`config.mk`:
```
export PLATFORM = sky130hd
export DESIGN_NAME = app_mult_accum
export DESIGN_NICKNAME = d
export VERILOG_FILES = /design/src/rtl/app_mult_accum.sv
export SDC_FILE = /design/constraint.sdc
export NUM_CORES = 1
export LEC_CHECK = 0
export ABC_AREA = 1
export BUFFER_PORTS_ARGS = -buffer_cell sky130_fd_sc_hd__buf_2
export CAP_MARGIN = 15
export CELL_PAD_IN_SITES_DETAIL_PLACEMENT = 0
export CELL_PAD_IN_SITES_GLOBAL_PLACEMENT = 1
export CORE_AREA = 2 2 83 85
export DETAILED_ROUTE_END_ITERATION = 6
export DIE_AREA = 0 0 85 87
export GPL_TIMING_DRIVEN = 1
export PLACE_DENSITY = 0.85
export SYNTH_ARGS = -nofsm -noshare
export SYNTH_HDL_FRONTEND = slang
export SYNTH_SLANG_ARGS = --single-unit
export TNS_END_PERCENT = 10
```
`constraint.sdc`:
```
create_clock -name clk -period 3.71 [get_ports clk]
set_input_delay 0.742 -clock clk [delete_from_list [all_inputs] [get_ports clk]]
set_output_delay 0.742 -clock clk [all_outputs]
set_load 0.05 [all_outputs]
```
`src/rtl/app_mult_accum.sv`:
```
// ---------------------------------------------------------------------------
// app_mult_accum
// Accumulates groups of signed products from the approximate signed
// multiplier into a single dot-product result. A group closes after LEN
// accepted products or on an accepted product flagged prod_last; the sum is
// then held on a valid/ready port, together with a sticky overflow flag,
// until the consumer takes it.
//
// Ports:
//   clk, rst_n          clock, asynchronous active-low reset
//   clr                 synchronous abort of the current group (top priority)
//   prod_valid/ready    product input handshake
//   prod [PW]           signed product
//   prod_last           accepted product closes the group
//   acc_valid/ready     result output handshake
//   acc_out [AW]        signed group sum (registered)
//   acc_ovf             signed overflow seen in the group (registered)
//
// Configuration macro:
//   APP_MULT_ACCUM_SAT_EN  defined   -> overflowing adds clamp to the signed
//                                       extreme of the overflow direction
//                          undefined -> two's-complement wrap
// ---------------------------------------------------------------------------
module app_mult_accum #(
    parameter int unsigned PW  = 16,
    parameter int unsigned AW  = 24,
    parameter int unsigned LEN = 8
) (
    input  logic          clk,
    input  logic          rst_n,
    input  logic          clr,
    input  logic          prod_valid,
    output logic          prod_ready,
    input  logic [PW-1:0] prod,
    input  logic          prod_last,
    output logic          acc_valid,
    input  logic          acc_ready,
    output logic [AW-1:0] acc_out,
    output logic          acc_ovf
);

    localparam int unsigned   CW       = $clog2(LEN + 1);
    localparam logic [CW-1:0] CNT_LAST = CW'(LEN - 1);
    localparam logic [AW-1:0] ACC_MAX  = {1'b0, {(AW-1){1'b1}}};
    localparam logic [AW-1:0] ACC_MIN  = {1'b1, {(AW-1){1'b0}}};

    typedef enum logic {
        ACCUM = 1'b0,
        DONE  = 1'b1
    } state_e;

    state_e        state_q, state_d;
    logic [AW-1:0] acc_q,   acc_d;
    logic [CW-1:0] cnt_q,   cnt_d;
    logic          ovf_q,   ovf_d;

    logic [AW-1:0] prod_ext;
    logic [AW-1:0] sum;
    logic [AW-1:0] add_res;
    logic          add_ovf;
    logic          group_end;

    // Sign-extend the product and detect signed overflow of the add:
    // operands share a sign and the result's sign differs from it.
    assign prod_ext  = AW'($signed(prod));
    assign sum       = acc_q + prod_ext;
    assign add_ovf   = (acc_q[AW-1] == prod_ext[AW-1]) && (sum[AW-1] != acc_q[AW-1]);
    assign group_end = prod_last || (cnt_q == CNT_LAST);

`ifdef APP_MULT_ACCUM_SAT_EN
    // Clamp toward the direction of overflow; the operands' common sign tells which.
    assign add_res = add_ovf ? (acc_q[AW-1] ? ACC_MIN : ACC_MAX) : sum;
`else
    assign add_res = sum;
`endif

    // State and datapath registers.
    always_ff @(posedge clk or negedge rst_n) begin
        if (!rst_n) begin
            state_q <= ACCUM;
            acc_q   <= '0;
            cnt_q   <= '0;
            ovf_q   <= 1'b0;
        end else begin
            state_q <= state_d;
            acc_q   <= acc_d;
            cnt_q   <= cnt_d;
            ovf_q   <= ovf_d;
        end
    end

    // Next-state and datapath update; clr overrides everything.
    always_comb begin
        state_d = state_q;
        acc_d   = acc_q;
        cnt_d   = cnt_q;
        ovf_d   = ovf_q;

        if (clr) begin
            state_d = ACCUM;
            acc_d   = '0;
            cnt_d   = '0;
            ovf_d   = 1'b0;
        end else begin
            case (state_q)
                ACCUM: begin
                    if (prod_valid) begin
                        acc_d = add_res;
                        cnt_d = cnt_q + CW'(1);
                        ovf_d = ovf_q | add_ovf;
                        if (group_end) begin
                            state_d = DONE;
                        end
                    end
                end
                DONE: begin
                    if (acc_ready) begin
                        state_d = ACCUM;
                        acc_d   = '0;
                        cnt_d   = '0;
                        ovf_d   = 1'b0;
                    end
                end
                default: begin
                    state_d = ACCUM;
                end
            endcase
        end
    end

    // Handshake flags decode the single state flop directly.
    assign prod_ready = (state_q == ACCUM);
    assign acc_valid  = (state_q == DONE);
    assign acc_out    = acc_q;
    assign acc_ovf    = ovf_q;

endmodule

```
==> flow_summary.json, run 1 <==
{
  "grt.met2_usage_pct": 35.94,
  "holdWs_ps": 506.0,
  "ff2ff_path_depth": 12,
  "drive_above_1_share_pct": 21.73,
  "mostFrequentLayoutCells": "nand2_1, buf_2, inv_1",
  "multi_input_area_um2": 1730,
  "synth_seq_cells": 30,
  "nets": 497,
  "r2r_end": "acc_out[18]",
  "clock_path_buffers": 2,
  "dp.final_hpwl_um": 5726,
  "grt.overflow.total": 0,
  "syn-num-nets": 445,
  "worst_pin_slew_ps": 752.7,
  "min_from": "acc_out[4]",
  "cts-root-buf": "clkbuf_8",
  "hold_buffers": 0,
  "cts-resized-gates": 0,
  "use_met1_pct": 28.61,
  "clk_pin_slew_ps": 70,
  "die_w_um": 85,
  "fp-row-count": 30,
  "via_per_inst": 5.105,
  "worstSetupStartpointType": "input port",
  "crit_type": "input port to register",
  "fillers": 687,
  "coreArea_um2": 6569,
  "worst-path-max-fanout": 5,
  "port_buffers": 48,
  "antenna_found_initial": 0,
  "regArea_um2": 750.7,
  "fin_ws_ps": 1568,
  "die_height_um": 87,
  "seq_area_frac_synth_pct": 27.86,
  "num_vias": 2711,
  "fin_setup_tns_ps": 0,
  "met3_usage_pct": 4.360,
  "avgSynthCellArea_um2": 6.772,
  "hold_violations": 0,
  "power_density_nw_per_um2": 421.9,
  "busiest_layer": "met2",
  "htree_levels": 2,
  "pre_cts_ws_ps": 1260,
  "routed_wl_um": 7333,
  "leakage_uw": 0.001731,
  "cts_num_sinks": 30,
  "final_common_cell": "nand2_1",
  "dp.cells": 523,
  "cts_inserted_buffers": 5,
  "fin_crit_ps": 2142,
  "cp.arrival_ps": 2320,
  "cap_viol_max_count": 0,
  "io_pins": 49,
  "final_cell_count_no_fill": 531,
  "clkLatencyLatePin_ps": 280,
  "required_ps": 3880,
  "area_growth_pct": 15.60,
  "fin_skew_ps": 1.373,
  "ir_drop_v": 0.0002342,
  "ant_nets": 0,
  "grt_usage_pct": 21.53,
  "die_area_um2": 7395,
  "grt_pass1_vias": 2644,
  "first_iter_violations": 118,
  "postCtsSetupBuffers": 0,
  "ys_types": 37,
  "cts_tree": "built",
  "cp-startpoint": "prod[0]",
  "fmax_ghz": 0.4669,
  "min_path_cells": 2,
  "hp-class": "register to register",
  "synth_warnings": 0,
  "synth_area_um2": 2695,
  "min_to": "acc_out[4]",
  "finalMaxSlewViolations": 0,
  "worstSetupEndpointType": "register",
  "post-route-drc-count": 0,
  "power_uw": 1315,
  "r2r-start": "acc_out[0]",
  "status": "finished, final reports clean",
  "antennaDiodeCount": 0,
  "maxSlewHeadroom_pct": 49.82,
  "gp_congestion": 0.9042,
  "rsz0062_at_grt": "false",
  "finalSetupViolCount": 0,
  "start_util_pct": 41.03,
  "r2r_slack_ps": 1730,
  "dr.pass1.iters": 4,
  "grt_pass1_wl_um": 12520,
  "period_share_pct": 57.73,
  "grt_max_degree": 31,
  "syn_inst": 398,
  "routedWlPerCell_um": 13.81
}
-- registers in the layout (all words and copies together) (netlist names) --
name,count
acc_out,24
acc_ovf,1
acc_valid,1
cnt_q,4
-- stage by stage --
step | util (%) | area (um^2)
2_1_floorplan | - | 2695
3_3_place_gp | 45.75 | 3005
3_5_place_dp | 45.75 | 3005
4_1_cts | 47.43 | 3115
5_1_grt | 47.43 | 3115
6_report | 47.43 | 3115
-- cell type report --
class | instances | area share [%]
clock buffers | 8 | 3.534
inverters | 49 | 5.904
multi-input cells | 316 | 55.54
flip-flops and latches | 30 | 24.10
well taps | 80 | 3.213
repair buffers | 48 | 7.711
-- how the worst max path moves through the flow --
stage | to | slack [ps] | cells after the start
finish | acc_out[18] | 1570 | 13
global route | acc_out[18] | 1460 | 13
CTS | acc_out[18] | 1570 | 13
detailed placement | acc_out[18] | 1260 | 13
global placement | acc_out[18] | 1300 | 13
floorplan | acc_out[18] | 1590 | 12
-- report_power, final --
group / leakage, uW / switching [uW] / total [uW] / internal (uW)
logic: 0.00127 / 414 / 587 / 173
clock network: 0.0000575 / 138 / 326 / 188
registers: 0.000401 / 34.2 / 402 / 368
-- logic make-up after synthesis --
| kind of cell | synth area share, % |
|---|---|
| AO/OA/AOI/OAI | 16.30 |
| XOR/XNOR | 0.3250 |
| adder cells (fa/ha/maj) | 11.88 |
| buffers and inverters | 7.938 |
| flip-flops | 27.86 |
| AND/OR/NAND/NOR | 35.70 |
-- synth_stat cells --
| library cell | instances | area (um^2) |
|---|---|---|
| nand4_1 | 7 | 43.79 |
| a21oi_1 | 30 | 150.1 |
| o21ai_2 | 3 | 26.28 |
| ha_1 | 24 | 300.3 |
| inv_2 | 8 | 30.03 |
| o21a_1 | 2 | 15.01 |
| clkbuf_8 | 1 | 13.76 |
| nor2_4 | 2 | 22.52 |
| or2_1 | 1 | 6.260 |
| a21oi_2 | 4 | 35.03 |
| nand3_2 | 1 | 10.01 |
| nand2_4 | 2 | 22.52 |
| nand3b_1 | 1 | 7.510 |
| nand2_1 | 125 | 469.2 |
| o21bai_1 | 2 | 15.01 |
| o21ai_0 | 13 | 65.06 |
| o21ai_1 | 12 | 60.06 |
| buf_2 | 1 | 5.000 |
| nor3_1 | 2 | 10.01 |
| nor2_2 | 3 | 18.77 |
| a21o_1 | 1 | 7.510 |
| o31ai_1 | 1 | 7.510 |
| clkinv_1 | 1 | 3.750 |
| nand3_1 | 20 | 100.1 |
| o21ai_4 | 1 | 16.27 |
| nand2_2 | 13 | 81.33 |
| a31oi_1 | 1 | 6.260 |
| nor3_2 | 3 | 30.03 |
| fa_1 | 1 | 20.02 |
| inv_1 | 40 | 150.1 |
| xor2_1 | 1 | 8.760 |
| and2_4 | 1 | 8.760 |
| nor2_1 | 35 | 131.4 |
| dfrtp_1 | 30 | 750.7 |
| a31o_2 | 1 | 8.760 |
| buf_6 | 1 | 11.26 |
| a22o_1 | 3 | 26.28 |
-- critical path, cell delays in order --
cell and delay (ps):
buf_2 100, ha_1 210, fa_1 390, nand2_1 120, a21oi_2 120, nand2_1 90
nand2_2 90, nand2_1 90, nand2_2 60, nand2_1 70, nand3b_1 70, nand3_1 90
nand2_1 60
-- layer usage --
metal	vias up	routed length (um)
met5	-	0
met4	0	65
met3	4	347
met2	59	3353
met1	1241	3566
li1	1407	-
No activity file was read; power rests on OpenSTA's default activity.
==> run 2: changes to the inputs <==
ABC_AREA = 0   (was 1)
CORE_AREA = 2 2 84 86   (was 2 2 83 85)
DIE_AREA = 0 0 86 88   (was 0 0 85 87)
PLACE_DENSITY = 0.76   (was 0.85)
clock period = 1.9 ns   (was 3.71 ns; I/O delays follow)
==> run 2 against run 1 <==
The run now ends with setup timing left. Flip-flop and latch count is the same. Final cell count shrank 5.6%. Sequential share of layout area down 4.1 points. First-iteration DRC count fell by 12%. Critical path depth decreased by 5. Sequential power increased by 98%. Clock skew about the same. Area after synthesis decreased by 11%. Clock power grew to 2.6 times the previous value. Worst hold slack worse by 400 ps. Clock-buffer cell count fell by 2. Highest routed layer unchanged.
==> flow_summary.json, run 2 <==
{
  "status": "finished with violations",
  "violations": "setup timing",
  "dp.final_hpwl_um": 5379,
  "synth_simple_gate_area_share_pct": 16.14,
  "multi_input_area_um2": 1803,
  "routedWlPerCell_um": 14.55,
  "die_area_um2": 7568,
  "fin_ws_ps": -467.2,
  "worst-path-max-fanout": 3,
  "hold_buffers": 0,
  "synthAdderAreaFrac_pct": 13.38,
  "synthArstFlopShare_pct": 100.0,
  "switchingPower_uw": 1383,
  "die_height_um": 88,
  "post-route-drc-count": 0,
  "regArea_um2": 755.7,
  "port_buffers": 48,
  "grt_usage_pct": 19.75,
  "rsz0062_at_grt": "true",
  "htree_levels": 2,
  "ir_drop_v": 0.0004795,
  "grt_max_degree": 31,
  "dr.pass1.iters": 4,
  "swShare_pct": 39.29,
  "busiest_layer": "met2",
  "synth-edff-count": 0,
  "pre_cts_ws_ps": -631.3,
  "sequentialPowerShare_pct": 22.6,
  "worstSetupStartpointType": "register",
  "synth_mux_area_share_pct": 0.4702,
  "gp_congestion": 0.8212,
  "largest_reg_flops": 24,
  "synth_seq_cells": 30,
  "hold_violations": 0,
  "power_frac_comb_pct": 53.6,
  "finalMaxSlewViolations": 0,
  "cp_cell_sequence": "ha_4, a21o_1, a221o_1, a31oi_4, nand2_1, and3_1, or3_1, a32o_1",
  "cap_viol_max_count": 0,
  "worst_pin_slew_ps": 420.6,
  "fin_area_um2": 3781,
  "routed_wl_um": 7292,
  "synth_common_cells": "nand2_1, dfrtp_1, o21ai_0",
  "ys_types": 49,
  "synthXorXnorAreaFrac_pct": 6.949,
  "crit_type": "register to register",
  "cp_num_buf_inv": 0,
  "synth_top_cell_area_share_pct": 31.35,
  "antenna_found_initial": 0,
  "use_met1_pct": 25.84,
  "cts-root-buf": "clkbuf_8",
  "syn_inst": 282,
  "fp-row-count": 30,
  "grt_pass1_wl_um": 11940,
  "synthFlopType": "dfrtp_1",
  "synth_warnings": 0,
  "required_ps": 2080,
  "fin_crit_ps": 2367,
  "synth_compound_area_share_pct": 28.21,
  "crit_family": "compound AO/OA/AOI/OAI gates",
  "intPower_uw": 2137,
  "maxSlewHeadroom_pct": 71.96,
  "synth.area.top_cells": "dfrtp_1, ha_1, nand2_1",
  "antennaDiodeCount": 0,
  "cts_inserted_buffers": 5,
  "mostFrequentLayoutCells": "buf_4, buf_2, nand2_1",
  "die_w_um": 86,
  "fillers": 611,
  "drive_above_1_share_pct": 46.08,
  "synth_area_um2": 2395,
  "crit_slowest_cell": "dfrtp_2",
  "avgSynthCellArea_um2": 8.492,
  "finalSetupViolCount": 18,
  "cp.arrival_ps": 2550,
  "leakage_uw": 0.001911,
  "via_per_inst": 5.126,
  "synth.most_common_cell": "nand2_1",
  "first_iter_violations": 104,
  "clkLatencyLatePin_ps": 290,
  "nets": 467,
  "period_share_pct": 124.6,
  "worstSetupEndpointType": "register",
  "placed_area_um2": 3395,
  "grt.met2_usage_pct": 34.67,
  "fin_skew_ps": 1.807,
  "fmax_ghz": 0.4224,
  "io_pins": 49,
  "syn-num-nets": 329,
  "start_util_pct": 36.05,
  "yosysTopAreaCell": "dfrtp_1",
  "cts_tree": "built",
  "clock_path_buffers": 2,
  "seq_area_frac_synth_pct": 31.35,
  "coreArea_um2": 6644,
  "hp-class": "input port to async pin",
  "area_growth_pct": 57.89,
  "met3_usage_pct": 2.828,
  "clkPwrFrac_pct": 23.8,
  "grt.overflow.total": 0,
  "cpPeakStageDelay_ps": 420,
  "grt_pass1_vias": 2610,
  "final_common_cell": "buf_4",
  "r2r_slack_ps": -470,
  "num_vias": 2568,
  "cts_num_sinks": 30,
  "power_density_nw_per_um2": 931.1,
  "synth_top_family_by_area": "compound AO/OA/AOI/OAI gates",
  "clk_pin_slew_ps": 70,
  "ant_nets": 0
}
## run 2: cell types whose count changed in the layout (fill, tap and decap cells not counted), moves of 10 or more
cell | before | now
a21o_1 | 1 | 11
a21oi_1 | 30 | 19
buf_4 | 0 | 93
inv_1 | 40 | 8
nand2_1 | 125 | 42
nand2_2 | 13 | 0
nand3_1 | 20 | 8
nor2_1 | 35 | 13
## run 2: logic make-up (layout without fill, tap and decap cells)
kind of cell               count (synthesis)  after routing
AOI/OAI and AO/OA                        103            103
and+or+nand+nor                           85             85
DFF                                       30             30
adders and majority gates                 25             25
xor gates and xnor gates                  19             19
buffers and inverters                     19            158
muxes                                      1              1
## run 2: timing repair
action | CTS | global route
endpoints found under the hold margin | 0 | 0
endpoints found under the setup margin | 18 | 18
setup buffers | 2 | 0
gates resized for setup | 35 | 8
pin swaps | 13 | 3
## run 2: metrics by stage
step / total power, uW / cells / hold slack, ps / TNS, ps / util (%)
floorplan: 1788 / 282 / 84.41 / -7304 / -
global placement: 2474 / 491 / 433.1 / -8010 / 51.09
detailed placement: 2494 / 491 / 434.6 / -8591 / 51.09
CTS: 3486 / 501 / 124.5 / -4856 / 56.08
global route: 3724 / 501 / 139.8 / -6879 / 56.91
finish: 3521 / 501 / 109.8 / -5027 / 56.91
## run 2: path summary, 6_finish.rpt
path / start / end / depth (start not counted)
setup / recovery: acc_out[13] / acc_out[19] / 8
hold / removal: rst_n / acc_out[3] / 2
setup reg to reg: acc_out[13] / acc_out[19] / 8
hold reg to reg: cnt_q[0] / cnt_q[0] / 1
max in group asynchronous: rst_n / acc_out[13] / 2
min in group clk: clr / acc_valid / 2
## run 2: final cells by class
| cell class | count | area share [%] |
|---|---|---|
| Multi-Input combinational cell | 233 | 47.68 |
| Timing Repair Buffer | 142 | 25.12 |
| Sequential cell | 30 | 19.99 |
| Tap cell | 80 | 2.647 |
| Clock buffer | 6 | 2.184 |
| Clock inverter | 2 | 1.588 |
| Inverter | 8 | 0.7942 |
## run 2: power by group through the flow
stage | combinational (uW) | clock [uW] | sequential [uW]
2_1_floorplan | 694 | 0 | 1090
3_3_place_gp | 1680 | 0 | 795
3_5_place_dp | 1690 | 0 | 799
4_1_cts | 1840 | 852 | 795
5_1_grt | 2040 | 879 | 806
6_report | 1890 | 838 | 797
## run 2: worst register-to-register path: cells and delay by family, from the launching register on
| family | cells | cell delay (ps) |
|---|---|---|
| adders and majority gates | 1 | 220 |
| AOI/OAI and AO/OA | 4 | 1000 |
| DFF | 1 | 420 |
| and+or+nand+nor | 3 | 610 |
## run 2: layer usage
layer | up-vias | routed length [um]
met3 | 6 | 224
met5 | - | 0
met1 | 1213 | 3395
li1 | 1305 | -
met2 | 44 | 3611
met4 | 0 | 60
